## src/rtl/max_reduce_int32.sv

```systemverilog
// -----------------------------------------------------------------------------
// max_reduce_int32
//
// Streaming signed-maximum reduction. Elements arrive over a valid/ready
// input channel. A vector is closed by in_last. The block reports the
// maximum value, the zero-based index of its first occurrence, the number
// of elements accepted (saturating) and an overflow flag. The result is
// presented over a valid/ready output channel.
//
// Ports
//   clk        : clock, all state changes on the rising edge
//   rst_n      : synchronous active-low reset
//   in_valid   : in_data / in_last are valid this cycle
//   in_ready   : block accepts an element this cycle (0 while a result is held)
//   in_data    : signed element, WIDTH bits
//   in_last    : final element of the current vector
//   out_valid  : result fields are valid
//   out_ready  : downstream accepts the result
//   out_max    : signed maximum of the vector (0 while out_valid=0)
//   out_idx    : index of the first occurrence of the maximum (0 while idle)
//   out_count  : elements accepted, saturating at 2^IDX_WIDTH-1 (0 while idle)
//   out_ovf    : vector was longer than 2^IDX_WIDTH-1 elements (0 while idle)
//
// This file also holds max_reduce_int32_sgt, the signed greater-than
// comparator. Its IMPL_TYPE parameter is forwarded from the top level.
// -----------------------------------------------------------------------------

// Signed strict greater-than comparator.
//   IMPL_TYPE 1 : subtract-based (sign of a widened difference)
//   otherwise   : native signed relational operator
// Both produce the same result as a signed max operator: o_gt = (a > b).
module max_reduce_int32_sgt #(
  parameter int WIDTH     = 32,
  parameter int IMPL_TYPE = 0
) (
  input  logic [WIDTH-1:0] i_a,
  input  logic [WIDTH-1:0] i_b,
  output logic             o_gt
);

  logic [WIDTH:0] w_diff;

  // Comparator selection; the widened difference never overflows.
  always_comb begin
    w_diff = {i_a[WIDTH-1], i_a} - {i_b[WIDTH-1], i_b};
    case (IMPL_TYPE)
      32'sd1:  o_gt = ~w_diff[WIDTH] & (|w_diff);
      default: o_gt = ($signed(i_a) > $signed(i_b));
    endcase
  end

endmodule

module max_reduce_int32 #(
  parameter int WIDTH     = 32,
  parameter int IMPL_TYPE = 0,
  parameter int IDX_WIDTH = 16
) (
  input  logic                 clk,
  input  logic                 rst_n,
  input  logic                 in_valid,
  output logic                 in_ready,
  input  logic [WIDTH-1:0]     in_data,
  input  logic                 in_last,
  output logic                 out_valid,
  input  logic                 out_ready,
  output logic [WIDTH-1:0]     out_max,
  output logic [IDX_WIDTH-1:0] out_idx,
  output logic [IDX_WIDTH-1:0] out_count,
  output logic                 out_ovf
);

  localparam logic [1:0] S_IDLE  = 2'd0;
  localparam logic [1:0] S_ACCUM = 2'd1;
  localparam logic [1:0] S_DONE  = 2'd2;

  localparam logic [IDX_WIDTH-1:0] IDX_ZERO = {IDX_WIDTH{1'b0}};
  localparam logic [IDX_WIDTH-1:0] IDX_ONE  = {{(IDX_WIDTH-1){1'b0}}, 1'b1};
  localparam logic [IDX_WIDTH-1:0] CNT_MAX  = {IDX_WIDTH{1'b1}};
  localparam logic [WIDTH-1:0]     DATA_ZERO = {WIDTH{1'b0}};

  // Working state
  logic [1:0]           r_state;
  logic [WIDTH-1:0]     r_acc;
  logic [IDX_WIDTH-1:0] r_idx;
  logic [IDX_WIDTH-1:0] r_cnt;
  logic                 r_ovf;

  // Registered outputs
  logic                 r_in_ready;
  logic                 r_out_valid;
  logic [WIDTH-1:0]     r_out_max;
  logic [IDX_WIDTH-1:0] r_out_idx;
  logic [IDX_WIDTH-1:0] r_out_count;
  logic                 r_out_ovf;

  // Next-state values
  logic [1:0]           w_state_nxt;
  logic [WIDTH-1:0]     w_acc_nxt;
  logic [IDX_WIDTH-1:0] w_idx_nxt;
  logic [IDX_WIDTH-1:0] w_cnt_nxt;
  logic                 w_ovf_nxt;
  logic                 w_xfer;
  logic                 w_gt;

  max_reduce_int32_sgt #(
    .WIDTH     (WIDTH),
    .IMPL_TYPE (IMPL_TYPE)
  ) u_sgt (
    .i_a  (in_data),
    .i_b  (r_acc),
    .o_gt (w_gt)
  );

  // A transfer needs both sides of the handshake. in_ready is registered
  // and already reflects the state, so no transfer can happen in DONE.
  assign w_xfer = in_valid & r_in_ready;

  // Next-state and accumulator update logic.
  always_comb begin
    w_state_nxt = r_state;
    w_acc_nxt   = r_acc;
    w_idx_nxt   = r_idx;
    w_cnt_nxt   = r_cnt;
    w_ovf_nxt   = r_ovf;
    case (r_state)
      S_IDLE: begin
        if (w_xfer) begin
          w_acc_nxt   = in_data;
          w_idx_nxt   = IDX_ZERO;
          w_cnt_nxt   = IDX_ONE;
          w_ovf_nxt   = 1'b0;
          w_state_nxt = in_last ? S_DONE : S_ACCUM;
        end else begin
          w_state_nxt = S_IDLE;
        end
      end
      S_ACCUM: begin
        if (w_xfer) begin
          // After saturation the result is frozen on the first CNT_MAX
          // elements, so acc and idx always describe the same element.
          if (r_cnt == CNT_MAX) begin
            w_ovf_nxt = 1'b1;
          end else begin
            w_cnt_nxt = r_cnt + IDX_ONE;
            // Strict compare keeps the earlier index on a tie.
            if (w_gt) begin
              w_acc_nxt = in_data;
              w_idx_nxt = r_cnt;
            end else begin
              w_acc_nxt = r_acc;
              w_idx_nxt = r_idx;
            end
          end
          w_state_nxt = in_last ? S_DONE : S_ACCUM;
        end else begin
          w_state_nxt = S_ACCUM;
        end
      end
      S_DONE: begin
        if (out_ready) begin
          w_state_nxt = S_IDLE;
        end else begin
          w_state_nxt = S_DONE;
        end
      end
      default: begin
        w_state_nxt = S_IDLE;
      end
    endcase
  end

  // Working-state registers.
  always_ff @(posedge clk) begin
    if (!rst_n) begin
      r_state <= S_IDLE;
      r_acc   <= DATA_ZERO;
      r_idx   <= IDX_ZERO;
      r_cnt   <= IDX_ZERO;
      r_ovf   <= 1'b0;
    end else begin
      r_state <= w_state_nxt;
      r_acc   <= w_acc_nxt;
      r_idx   <= w_idx_nxt;
      r_cnt   <= w_cnt_nxt;
      r_ovf   <= w_ovf_nxt;
    end
  end

  // Output registers: loaded from the next-state values so they change
  // on the same edge as the FSM, and forced to zero outside DONE.
  always_ff @(posedge clk) begin
    if (!rst_n) begin
      r_in_ready  <= 1'b1;
      r_out_valid <= 1'b0;
      r_out_max   <= DATA_ZERO;
      r_out_idx   <= IDX_ZERO;
      r_out_count <= IDX_ZERO;
      r_out_ovf   <= 1'b0;
    end else begin
      r_in_ready <= (w_state_nxt != S_DONE);
      if (w_state_nxt == S_DONE) begin
        r_out_valid <= 1'b1;
        r_out_max   <= w_acc_nxt;
        r_out_idx   <= w_idx_nxt;
        r_out_count <= w_cnt_nxt;
        r_out_ovf   <= w_ovf_nxt;
      end else begin
        r_out_valid <= 1'b0;
        r_out_max   <= DATA_ZERO;
        r_out_idx   <= IDX_ZERO;
        r_out_count <= IDX_ZERO;
        r_out_ovf   <= 1'b0;
      end
    end
  end

  assign in_ready  = r_in_ready;
  assign out_valid = r_out_valid;
  assign out_max   = r_out_max;
  assign out_idx   = r_out_idx;
  assign out_count = r_out_count;
  assign out_ovf   = r_out_ovf;

endmodule

```

## config.mk

```make
export PLATFORM = sky130hd
export DESIGN_NAME = max_reduce_int32
export DESIGN_NICKNAME = d
export VERILOG_FILES = /design/src/rtl/max_reduce_int32.sv
export SDC_FILE = /design/constraint.sdc
export NUM_CORES = 1
export LEC_CHECK = 0
export BUFFER_PORTS_ARGS = -buffer_cell sky130_fd_sc_hd__buf_2
export CELL_PAD_IN_SITES_DETAIL_PLACEMENT = 1
export CELL_PAD_IN_SITES_GLOBAL_PLACEMENT = 2
export CORE_ASPECT_RATIO = 0.9
export CORE_MARGIN = 1
export CORE_UTILIZATION = 33
export CTS_BUF_LIST = sky130_fd_sc_hd__clkbuf_8 sky130_fd_sc_hd__clkbuf_16
export CTS_CLUSTER_SIZE = 24
export DETAILED_ROUTE_END_ITERATION = 7
export PLACE_DENSITY_LB_ADDON = 0.1
export RECOVER_POWER = 25
export SETUP_SLACK_MARGIN = 0.05
export SYNTH_ARGS = -nofsm -noshare
export SYNTH_HDL_FRONTEND = slang
export SYNTH_SLANG_ARGS = --single-unit
```

## constraint.sdc

```tcl
create_clock -name clk -period 3 [get_ports clk]
set_input_delay 0.15 -clock clk [delete_from_list [all_inputs] [get_ports clk]]
set_output_delay 0.15 -clock clk [all_outputs]
set_load 0.01 [all_outputs]
```

; ---- After elaboration in Yosys (flattened, before gate mapping)
; Cells that the tools add are included.
[word_totals]
reg_bits = 134
inputBits = 37
output_inout_bits = 67
[op_classes]
add_sub_neg = 1
magnitude_cmp = 1
eq_ne = 5
mux = 24
n_bitwise = 1
reduce_logical = 2
[ops]
columns = cell, n
row1 = $mux W32, 4
row2 = $mux W16, 7
row3 = $pmux W16 S2, 2
row4 = $pmux W32 S2, 1
row5 = $gt A32 B32 Y1, 1
row6 = $add A16 B1 Y16 const B, 1
row7 = $eq A16 B16 Y1 const B, 1
row8 = $mux W2, 4
row9 = $pmux W2 S3, 1
row10 = $eq A2 B2 Y1 const B, 2
row11 = $mux W1, 4
row12 = $eq A2 B1 Y1 const B, 1
row13 = $logic_not A2 Y1, 1
row14 = $ne A2 B2 Y1 const B, 1
row15 = $pmux W1 S2, 1
row16 = $reduce_and A2 Y1, 1
row17 = $and A1 B1 Y1, 1

; ---- Logic depth before layout (Yosys ltp)
[logic_depth]
ltp_word = 5
ltp_mapped = 11

; ---- Hierarchy
; A second synthesis with hierarchy kept.
[hier_totals]
cells_unflattened = 695
area_unflattened_um2 = 6129.6
[by_module_without_submodules]
columns = mod, instances, cells_each, area_each_um2, seq_area_each_um2
row1 = max_reduce_int32, 1, 578, 5303.8, 2682.6
row2 = max_reduce_int32_sgt, 1, 117, 825.8, 0.0

; ---- Worst setup path before layout
; Ideal clock, no wire load.
[synth_timing]
kind = register -> register
from = register r_acc[30]
to = register r_out_idx[6], in the netlist out_idx[6]
t_arrival_ns = 2.670
path_slack_ns = 0.271
stages_incl_launch_ff = 11
n_path_buf = 1
path_cell_list = dfxtp_1 -> inv_1 -> ha_1 -> nand4_2 -> or4_4 -> or3_4 -> and4_4 -> o21a_4 -> nor3_4 -> buf_6 -> a22o_1
[synth_between]
elab_chain_cells = 5
[synth_rtl]
columns = item, line
row1 = "start, declared", 84  ; logic [WIDTH-1:0] r_acc;
row2 = "start signal, assigned", 183  ; r_acc <= w_acc_nxt;
row3 = $gt A32 B32 Y1, 48  ; default: o_gt = ($signed(i_a) > $signed(i_b));
row4 = $mux W16, 147  ; if (w_gt) begin
row5 = $mux W16, 142  ; if (r_cnt == CNT_MAX) begin
row6 = $mux W16, 139  ; if (w_xfer) begin
row7 = $pmux W16 S2, 126  ; case (r_state)
row8 = "end signal, assigned", 205  ; r_out_idx <= w_idx_nxt;
row9 = "end, declared", 93  ; logic [IDX_WIDTH-1:0] r_out_idx;
; No other way between the ends.
; A chain may end at the register's enable or synchronous reset.

; ---- Worst setup path in the final report
[layout_timing]
from = register r_acc[17]
to = register r_acc[23]
[layout_between]
elab_chain_cells = 5
[layout_rtl]
columns = item, line
row1 = $gt A32 B32 Y1, 48
row2 = $mux W32, 147
row3 = $mux W32, 142
row4 = $mux W32, 139
row5 = $pmux W32 S2, 126
; No other way between the ends.

==> qor.yml <==
outcome: "finished clean"
tritoncts: "yes"
total_leakage_power_uw: 0.00277
number_of_flip_flops_and_latches_in_the_synthesized_netlist: 134
r2r_cells: 11
maxSlewHeadroom_pct: 41.6
period_needed_ns: 2.88
std_cell_rows: 43
synth_common_cells: "dfxtp_1 (134), a21oi_1 (85), nand3_1 (46)"
setup.worst_path.start: "r_acc[17]"
setup_tns_ns: 0
clk_path_buf_depth: 2
die_x_um: 136
htree_levels: 4
core_area_mm2: 0.0157
initial_utilization_pct: 34.3
syn_nets: 648
crit_fanout: 8
slew_violations: 0
holdCritPathClass: "in -> reg"
drt-total-wl_um: 16600
synth_top_cell_by_area: "dfxtp_1"
cell_area_after_synthesis_mm2: 0.00537
ys_seq_area_share_pct: 50.0
synthToLayoutAreaGrowth_pct: 36.0
finish.net_count: 772
cp_data_arrival_time_ns: 3.24
detail_route.first_pass.iterations: 4
cts.sinks: 134
grt_start_max_net_pins: 48
reg2reg_to: "r_acc[23]"
placed_cells_incl_taps: 874
count_of_mapped_cells_out_of_synthesis: 578
place_congestion: 0.804
crit_path_start_kind: "flop"
ys_async_sr_fraction_pct: 0
synth_flop_cell: "dfxtp_1"
vias_per_cell: 5.23
final_hold_viol_count: 0
finClkSkew_ns: 0.0112
grt_first_pass_wirelength_um: 25800
ir_worst_vdd_mv: 0.430
worstSkewPairLatency_ns: 0.43
worst_hold_path.num_cells: 3
vias: 4792
all_layer_global_routing_usage_pct: 20.5
fmax_ghz: 0.347
share_of_yosys_cell_area_claimed_by_the_top_area_cell_type_pct: 50.0
regToRegSetupSlack_ns: 0.12
synth.distinct_cells: 51
grt-ovfl-total: 0
worst_pin_slew_ns: 0.867
grt_pass1_vias: 4886
maxCapViolations: 0
layout.core_utilization_pct: 46.6
numPortBuffers: 103
critical_path.endpoint_type: "flop"
drc: 0
die_h_um: 123
antenna_violating_nets_post_route: 0
wl_per_cell_um: 18.1
dp_hpwl_um: 10600
grt_setup_unrepaired: "yes"
design_power_total_uw: 4600
layout_worst_path_cycle_share_pct: 96.2
number_of_drc_markers_in_iteration_0: 142
cts.clk_slew.worst_paths_ns: 0.06
pwrdens_mw_per_mm2: 629
post-synth-top-count-cell: "dfxtp_1"
worst_r2r_startpoint: "r_acc[17]"
syn-mean-instance-area_um2: 9.29
layout-drive-gt1-share_pct: 27.0
floorplan.die_area_mm2: 0.0168
critical_path.endpoint: "r_acc[23]"
tritoncts.num_buffers: 17
floorplan.io_pins: 104
antenna_violations_before_repair: 1
finalSetupViolations: 0
yosys_warnings: 0
synth_enable_flop_cells: 0
criticalPathCategory: "reg -> reg"
synth.top_cells.by_area: "dfxtp_1 (50%), a21oi_1 (7.9%), ha_1 (7.7%)"
cts_root_buf: "clkbuf_16"
antenna_cells_inserted: 0
fin_cells: 916
critPathRequiredTime_ns: 3.35
worst min-delay path by stage:
stage	from	endpoint
after floorplan	rst_n	r_cnt[10]
after global placement	r_ovf	r_ovf
after detailed placement	r_ovf	r_ovf
after CTS	in_data[1]	out_max[1]
after global routing	in_data[16]	r_acc[16]
final	in_data[16]	r_acc[16]
cells by family after synthesis:
kind of cell | share of synthesized area [%]
muxes | 0.629
buffers and inverters | 5.41
adders and majority gates | 7.69
AOI/OAI and AO/OA | 21.1
and+or+nand+nor | 15.2
DFF | 50.0
where the power goes:
group          internal [uW]  switching [uW]  leakage (uW)  total [uW]
clock network           1370             815      0.000300        2190
logic                    213             328       0.00138         542
registers               1830            32.7       0.00109        1870
per-layer routing:
layer  track usage, %  vias up  wire length (um)
met5                0        -                 0
met1             28.0     2330              8290
li1                 -     2332                 -
met4             7.15        0               233
met3             5.49       16               887
met2             31.1      114              7200
what timing repair did:
item	CTS	global route
gates cloned	1	2
setup buffers	5	3
hold buffers	0	0
pin swaps	6	19
hold endpoints to repair	0	0
resized for setup	10	96
setup endpoints to repair	79	96
through the flow:
| stage | instance area (um^2) | hold slack (ns) | worst slack (ns) |
|---|---|---|---|
| 6_report | 7300 | 0.00549 | 0.115 |
| 5_1_grt | 7300 | -0.000759 | -0.0130 |
| 4_1_cts | 6940 | 0.0379 | 0.0337 |
| 3_3_place_gp | 6190 | 0.442 | -0.0920 |
| 2_1_floorplan | 5370 | 0.272 | 0.271 |
| 3_5_place_dp | 6190 | 0.450 | -0.200 |
registers in the layout (all words and copies together), names as in the netlist, 2 cells and up:
signal and count:
out_count 16, out_idx 16, out_max 32, r_acc 32
r_cnt 16, r_idx 16, r_state 2
layout by cell type, fill, tap and decap left out, types with 4 or more instances in the layout:
master,count
nand3_2,9
dfxtp_1,127
a21oi_2,16
o21ai_1,17
ha_4,11
clkbuf_16,19
buf_4,23
o21ai_2,15
nor3_1,9
buf_12,6
nor2b_1,14
a21o_1,4
o21ai_0,8
dfxtp_2,7
a22o_1,32
ha_1,22
nand3_1,36
a21oi_1,69
clkbuf_1,50
buf_2,53
inv_1,42
nand4_1,12
nor2_1,23
nand2_1,20
final cells by class:
type                       count  area [um^2]
sequential                   134         2690
clock inverter                11          149
tap                          202          253
clock buffer                  20          467
multi-input combinational    372         2750
timing repair buffer         136          838
fill                        1772         8360
inverter                      41          154
worst max-delay path, cell delays in order, from the launching register on:
cell,delay [ns]
dfxtp_1,0.36
inv_1,0.09
ha_4,0.27
nand4_1,0.10
or4_4,0.55
or3_4,0.43
and4_4,0.22
o21ai_4,0.14
buf_8,0.18
clkbuf_16,0.18
nand3_1,0.11
a21oi_1,0.19
Power figures use the tool's default switching activity.
